$ cat config.mk
export PLATFORM = sky130hd
export DESIGN_NAME = convclk_ffwrarb
export DESIGN_NICKNAME = d
export VERILOG_FILES = /design/src/rtl/convclk_ffwrarb.sv
export SDC_FILE = /design/constraint.sdc
export NUM_CORES = 1
export LEC_CHECK = 0
export CORE_AREA = 2 2 85 87
export DETAILED_ROUTE_END_ITERATION = 16
export DIE_AREA = 0 0 87 89
export GPL_ROUTABILITY_DRIVEN = 1
export PLACE_DENSITY = 0.86
export RECOVER_POWER = 100
export SLEW_MARGIN = 30
export SYNTH_ARGS = -nofsm -noshare
export SYNTH_HDL_FRONTEND = slang
export SYNTH_SLANG_ARGS = --single-unit
$ cat constraint.sdc
create_clock -name clk -period 3.4 [get_ports clk]
set_clock_uncertainty 0.1 [all_clocks]
set_input_delay 0.51 -clock clk [delete_from_list [all_inputs] [get_ports clk]]
set_output_delay 0.51 -clock clk [all_outputs]
set_load 0.05 [all_outputs]
$ cat src/rtl/convclk_ffwrarb.sv
// Write-side arbiter/sequencer for the dual-clock gray-pointer FIFO: packet-atomic
// round-robin over NCH sources plus flush sequencing. Option: CONVCLK_WRARB_PRIO_EN.
module convclk_ffwrarb #(
    parameter int unsigned NCH    = 4,
    parameter int unsigned IDW    = 2,
    parameter int unsigned DW     = 32,
    parameter int unsigned MAXLEN = 64,
    parameter int unsigned FLPW   = 2,
    parameter int unsigned FLTO   = 255
) (
    input  logic                  clk,
    input  logic                  rst_,
    input  logic [NCH-1:0]        req,
    input  logic [NCH-1:0]        eop,
    input  logic [NCH*DW-1:0]     din,
    output logic [NCH-1:0]        ack,
    input  logic                  flushreq,
    output logic                  flushbusy,
    input  logic                  fifofull,
    input  logic                  oflushwr,
    output logic                  fifowr,
    output logic [DW+IDW:0]       wrdata,
    output logic                  fifoflush,
    output logic [IDW-1:0]        curch,
    output logic                  lenerr,
    output logic                  flto_err
);

    localparam int unsigned CW = 8;

    typedef enum logic [1:0] {IDLE, PKT, FLPULSE, FLWAIT} state_t;

    state_t          state_q, state_d;
    logic [IDW-1:0]  rr_q, rr_d;
    logic [IDW-1:0]  curch_q, curch_d;
    logic [CW-1:0]   cnt_q, cnt_d;
    logic            pend_q, pend_d;
    logic            flush_q, flush_d;
    logic            lenerr_q, lenerr_d;
    logic            flto_q, flto_d;
    logic            seen_q, seen_d;

    logic            sel_req, sel_eop, forced, found;
    logic [DW-1:0]   sel_din;
    logic [IDW-1:0]  gnt, rr_next;
    int unsigned     idx;

    always_ff @(posedge clk or negedge rst_) begin
        if (!rst_) begin
            state_q  <= IDLE;
            rr_q     <= '0;
            curch_q  <= '0;
            cnt_q    <= '0;
            pend_q   <= 1'b0;
            flush_q  <= 1'b0;
            lenerr_q <= 1'b0;
            flto_q   <= 1'b0;
            seen_q   <= 1'b0;
        end else begin
            state_q  <= state_d;
            rr_q     <= rr_d;
            curch_q  <= curch_d;
            cnt_q    <= cnt_d;
            pend_q   <= pend_d;
            flush_q  <= flush_d;
            lenerr_q <= lenerr_d;
            flto_q   <= flto_d;
            seen_q   <= seen_d;
        end
    end

    // Mux of the granted channel's inputs.
    always_comb begin
        sel_req = 1'b0;
        sel_eop = 1'b0;
        sel_din = '0;
        for (int unsigned k = 0; k < NCH; k++) begin
            if (IDW'(k) == curch_q) begin
                sel_req = req[k];
                sel_eop = eop[k];
                sel_din = din[k*DW +: DW];
            end
        end
    end

    // First requester at or after the rr pointer, wrapping.
    always_comb begin
        gnt   = '0;
        found = 1'b0;
        idx   = 0;
        for (int unsigned i = 0; i < NCH; i++) begin
            idx = int'(rr_q) + i;
            if (idx >= NCH) idx = idx - NCH;
            if (!found && req[idx]) begin
                found = 1'b1;
                gnt   = IDW'(idx);
            end
        end
`ifdef CONVCLK_WRARB_PRIO_EN
        if (req[0]) gnt = '0;
`endif
    end

    always_comb begin
        rr_next = (curch_q == IDW'(NCH-1)) ? '0 : curch_q + 1'b1;
`ifdef CONVCLK_WRARB_PRIO_EN
        if (curch_q == '0) rr_next = rr_q;
`endif
    end

    assign forced = (cnt_q == CW'(MAXLEN-1));

    always_comb begin
        state_d  = state_q;
        rr_d     = rr_q;
        curch_d  = curch_q;
        cnt_d    = cnt_q;
        pend_d   = pend_q | flushreq;
        flush_d  = flush_q;
        lenerr_d = lenerr_q;
        flto_d   = flto_q;
        seen_d   = seen_q;
        ack      = '0;
        fifowr   = 1'b0;
        wrdata   = '0;
        case (state_q)
            IDLE: begin
                // A flush request in the same cycle as a possible grant takes priority.
                if (pend_q || flushreq) begin
                    state_d = FLPULSE;
                    pend_d  = 1'b0;
                    flush_d = 1'b1;
                    cnt_d   = '0;
                    seen_d  = 1'b0;
                end else if (|req) begin
                    state_d = PKT;
                    curch_d = gnt;
                    cnt_d   = '0;
                end
            end
            PKT: begin
                fifowr = sel_req & ~fifofull;
                wrdata = {sel_eop | forced, curch_q, sel_din};
                for (int unsigned k = 0; k < NCH; k++)
                    ack[k] = fifowr && (IDW'(k) == curch_q);
                if (fifowr) begin
                    cnt_d = cnt_q + 1'b1;
                    if (sel_eop || forced) begin
                        state_d = IDLE;
                        rr_d    = rr_next;
                        if (!sel_eop) lenerr_d = 1'b1;
                    end
                end
            end
            FLPULSE: begin
                seen_d = seen_q | oflushwr;
                cnt_d  = cnt_q + 1'b1;
                if (cnt_q == CW'(FLPW-1)) begin
                    flush_d = 1'b0;
                    cnt_d   = '0;
                    state_d = FLWAIT;
                end
            end
            FLWAIT: begin
                seen_d = seen_q | oflushwr;
                cnt_d  = cnt_q + 1'b1;
                if (seen_q && !oflushwr) begin
                    state_d = IDLE;
                end else if (cnt_q == CW'(FLTO-1)) begin
                    flto_d  = 1'b1;
                    state_d = IDLE;
                end
            end
            default: state_d = IDLE;
        endcase
    end

    assign flushbusy = pend_q | (state_q == FLPULSE) | (state_q == FLWAIT);
    assign fifoflush = flush_q;
    assign curch     = curch_q;
    assign lenerr    = lenerr_q;
    assign flto_err  = flto_q;

endmodule

==> impl_results.md <==
* Status: complete, no violations
* Yosys reg bits at 19
* Vert. Die Dim at between 80 and 90 µm
* Post_cts resized at 0
* Gr usage total at a little over a quarter
* Crit path capture: wrdata[34]
* Total power at ~3.0 mW
* Syn nets at 521
* Routed wire length at 10,900 µm
* First-pass GRT wire length at approximately 16,000 µm
* Chip width at 87 µm
* Total Neg Setup Slack at 0 ps
* Worst vdd ir at about 0.0007 V
* R2r startpoint: curch[0]
* Total grt overflow at 0
* # diodes at 0
* Clk slew on worst S/H paths at approximately 80 ps
* Tmin final at ~3100 ps
* Warnings, synthesis at 0
* Finished Layout Cells at 617
* Post-DR wirelength/cell at 17.7 µm
* Worst-skew pair later-pin latency at about 270 ps
* CP endpoint kind: output pin
* Seq/Total Area, Yosys at between 10% and 20%
* Most frequent cells in the layout: clkdlybuf4s50_1, nand2_1, o211ai_1
* Largest net degree at the start of global routing at 45
* Post-Syn Area at approximately 2500 µm²
* RD Place Congestion at approximately 0.96
* Avg Cell Area, Syn at ~6.6 µm²
* Core ar. at between 6000 and 7000 µm²
* Max H-tree Level at 1
* Clk buf depth at 2
* CTS Buf Count at 3
* Wire length on met1 at about 4200 µm
* Worst EP required at 2790 ps
* Peak Freq at between 300 and 400 MHz
* Port Buf Inserts at roughly 190
* Critical path origin: curch[1]
* Vias in the first global route at around 3,200
* Pre-CTS setup slack at between 600 and 700 ps
* Area contributors post-synth: o211ai_1, dfrtp_1, nand2_1
* Worst Slack Setup Final at 266 ps
* Top layer reached by signal wires: met4
* Synth unique cells at slightly below 50
* Via density at roughly 5.7
* Slew @ Worst Pin at roughly 1100 ps
* FP Rows at 30
* Worst r2r path cells at 7
* Drt first pass iters at 5
* Arrival time worst endpoint at between 2000 and 3000 ps
* DP HPWL at about 8400 µm
* Nets at approximately 690
* CTS Hold Buffers Added at 0
* Commonest non-fill, non-tap cell in the layout: clkdlybuf4s50_1
* Starting Density at a little under two fifths
* Met2 WL post-DR at approximately 5500 µm
* Root Buffer: clkbuf_8
* WL met3 at 865 µm
* Initial antenna violation count at 0
* Worst Path Max Fanout at 30
* Routed Antenna Nets at 0
* Layout area overhead at 69.9%
* Layout cells sized above 1 at between 8 and 9%
* Crit path launch type: flip-flop
* RSZ-0062 raised after global routing: false
* Placed cell count at roughly 610
* Max-cap violation count at 0
* DRC viols at 0
* # Post-CTS Setup Buffers at 0
* Top cell type's share of synthesized area at about a fifth
* WS Path Type: reg2out
* Ports at about 190
* Final setup viols at 0
* Reg2reg end: cnt_q[0]
* Cell area after layout at about 4200 µm²
* Hold Path Class: in2async
* Detailed-route via count at around 3,500
* CTS Sinks at 19
* CTS tree: done
* Die area at roughly 7700 µm²
* Post-Syn Instances at roughly 370
* Final Core Density at between 60% and 70%
* Final Max Slew Viols at 0
* DP Area at roughly 4300 µm²
* FF-to-FF setup slack at 540 ps
* Pwr/cell area at slightly above 700 nW/µm²
* Filler instances at about 630
* Detailed Route Iter0 Violations at between 150 and 200
* Final hold violations at 0
* Fin Hold WS at a little over 300 ps
* Leakage power at about 1.6 nW
* Max_slew headroom at between 20 and 30%
* Final period utilization at between 90% and 100%
* Yosys top cell by area: o211ai_1
-- synth_stat cells (all sizes together) --
cell and count:
a211oi 3, dfrtp 19, nand2 104, nor4 4, nand2b 2, and3 4, nor4b 1, o221ai 1
o2111ai 2, nand3 4, a221o 2, o41ai 2, and4 2, o41a 1, o21ai 2, nand4bb 1
mux2i 3, a21o 2, clkbuf 27, or3 2, or2 2, o21a 2, ha 7, o21bai 3
nand4 1, o2bb2ai 2, inv 13, buf 8, o31a 1, a211o 1, nor2 19, o211ai 65
clkinv 1, o22ai 1, nand3b 2, a21oi 37, a2111oi 2, o31ai 3, nor3b 3, nor3 3
mux2 3, a31oi 1, nor2b 5
-- cell families (layout without fill, tap and decap cells) --
family / Yosys count / in the layout / synth area share [%]
fa+ha+maj: 7 / 7 / 3.54
mux: 6 / 6 / 2.58
compound gates: 133 / 133 / 37.2
flops: 19 / 19 / 19.2
simple gates: 159 / 159 / 28.8
buf+inv: 49 / 213 / 8.55
-- sequential cells by signal (all words and copies together) (netlist names) --
name	count
cnt_q	8
curch	2
rr_q	2
state_q	2
fifoflush	1
flto_err	1
lenerr	1
pend_q	1
seen_q	1
-- worst min path at each step --
| stage | slack (ps) | depth (start not counted) | from | endpoint |
|---|---|---|---|---|
| finish | 300 | 1 | rst_ | cnt_q[2] |
| global route | 400 | 1 | rst_ | cnt_q[1] |
| CTS | 390 | 1 | flto_err | flto_err |
| detailed placement | 370 | 1 | flto_err | flto_err |
| global placement | 370 | 1 | flto_err | flto_err |
| floorplan | 110 | 0 | rst_ | cnt_q[0] |
-- area by class of cell --
type                       instances  area (µm²)  area share (%)
clock inverter                     1        7.51           0.179
timing repair buffer             195        1750            41.6
clock buffer                       3        41.3           0.983
sequential                        19         475            11.3
tap                               80         100            2.38
multi-input combinational        305        1770            42.2
inverter                          14        52.6            1.25
-- critical path, stage by stage (launching register included) --
cell	delay, ps
dfrtp_1	430
inv_1	130
ha_2	530
a211oi_1	150
a211oi_1	260
clkbuf_1	270
nor2_1	90
nor2_1	120
clkbuf_2	300
-- where the power goes --
part / total, mW / internal, mW / switching [mW]
Combinational: 2.41 / 0.865 / 1.55
Sequential: 0.417 / 0.306 / 0.110
Clock: 0.170 / 0.0829 / 0.0868
-- layer usage --
layer	up-vias	GRT usage, %
li1	1680	-
met3	26	4.99
met1	1624	31.1
met4	0	7.67
met5	-	0
met2	174	47.8
Note: power is estimated with default switching activity, not from simulation.
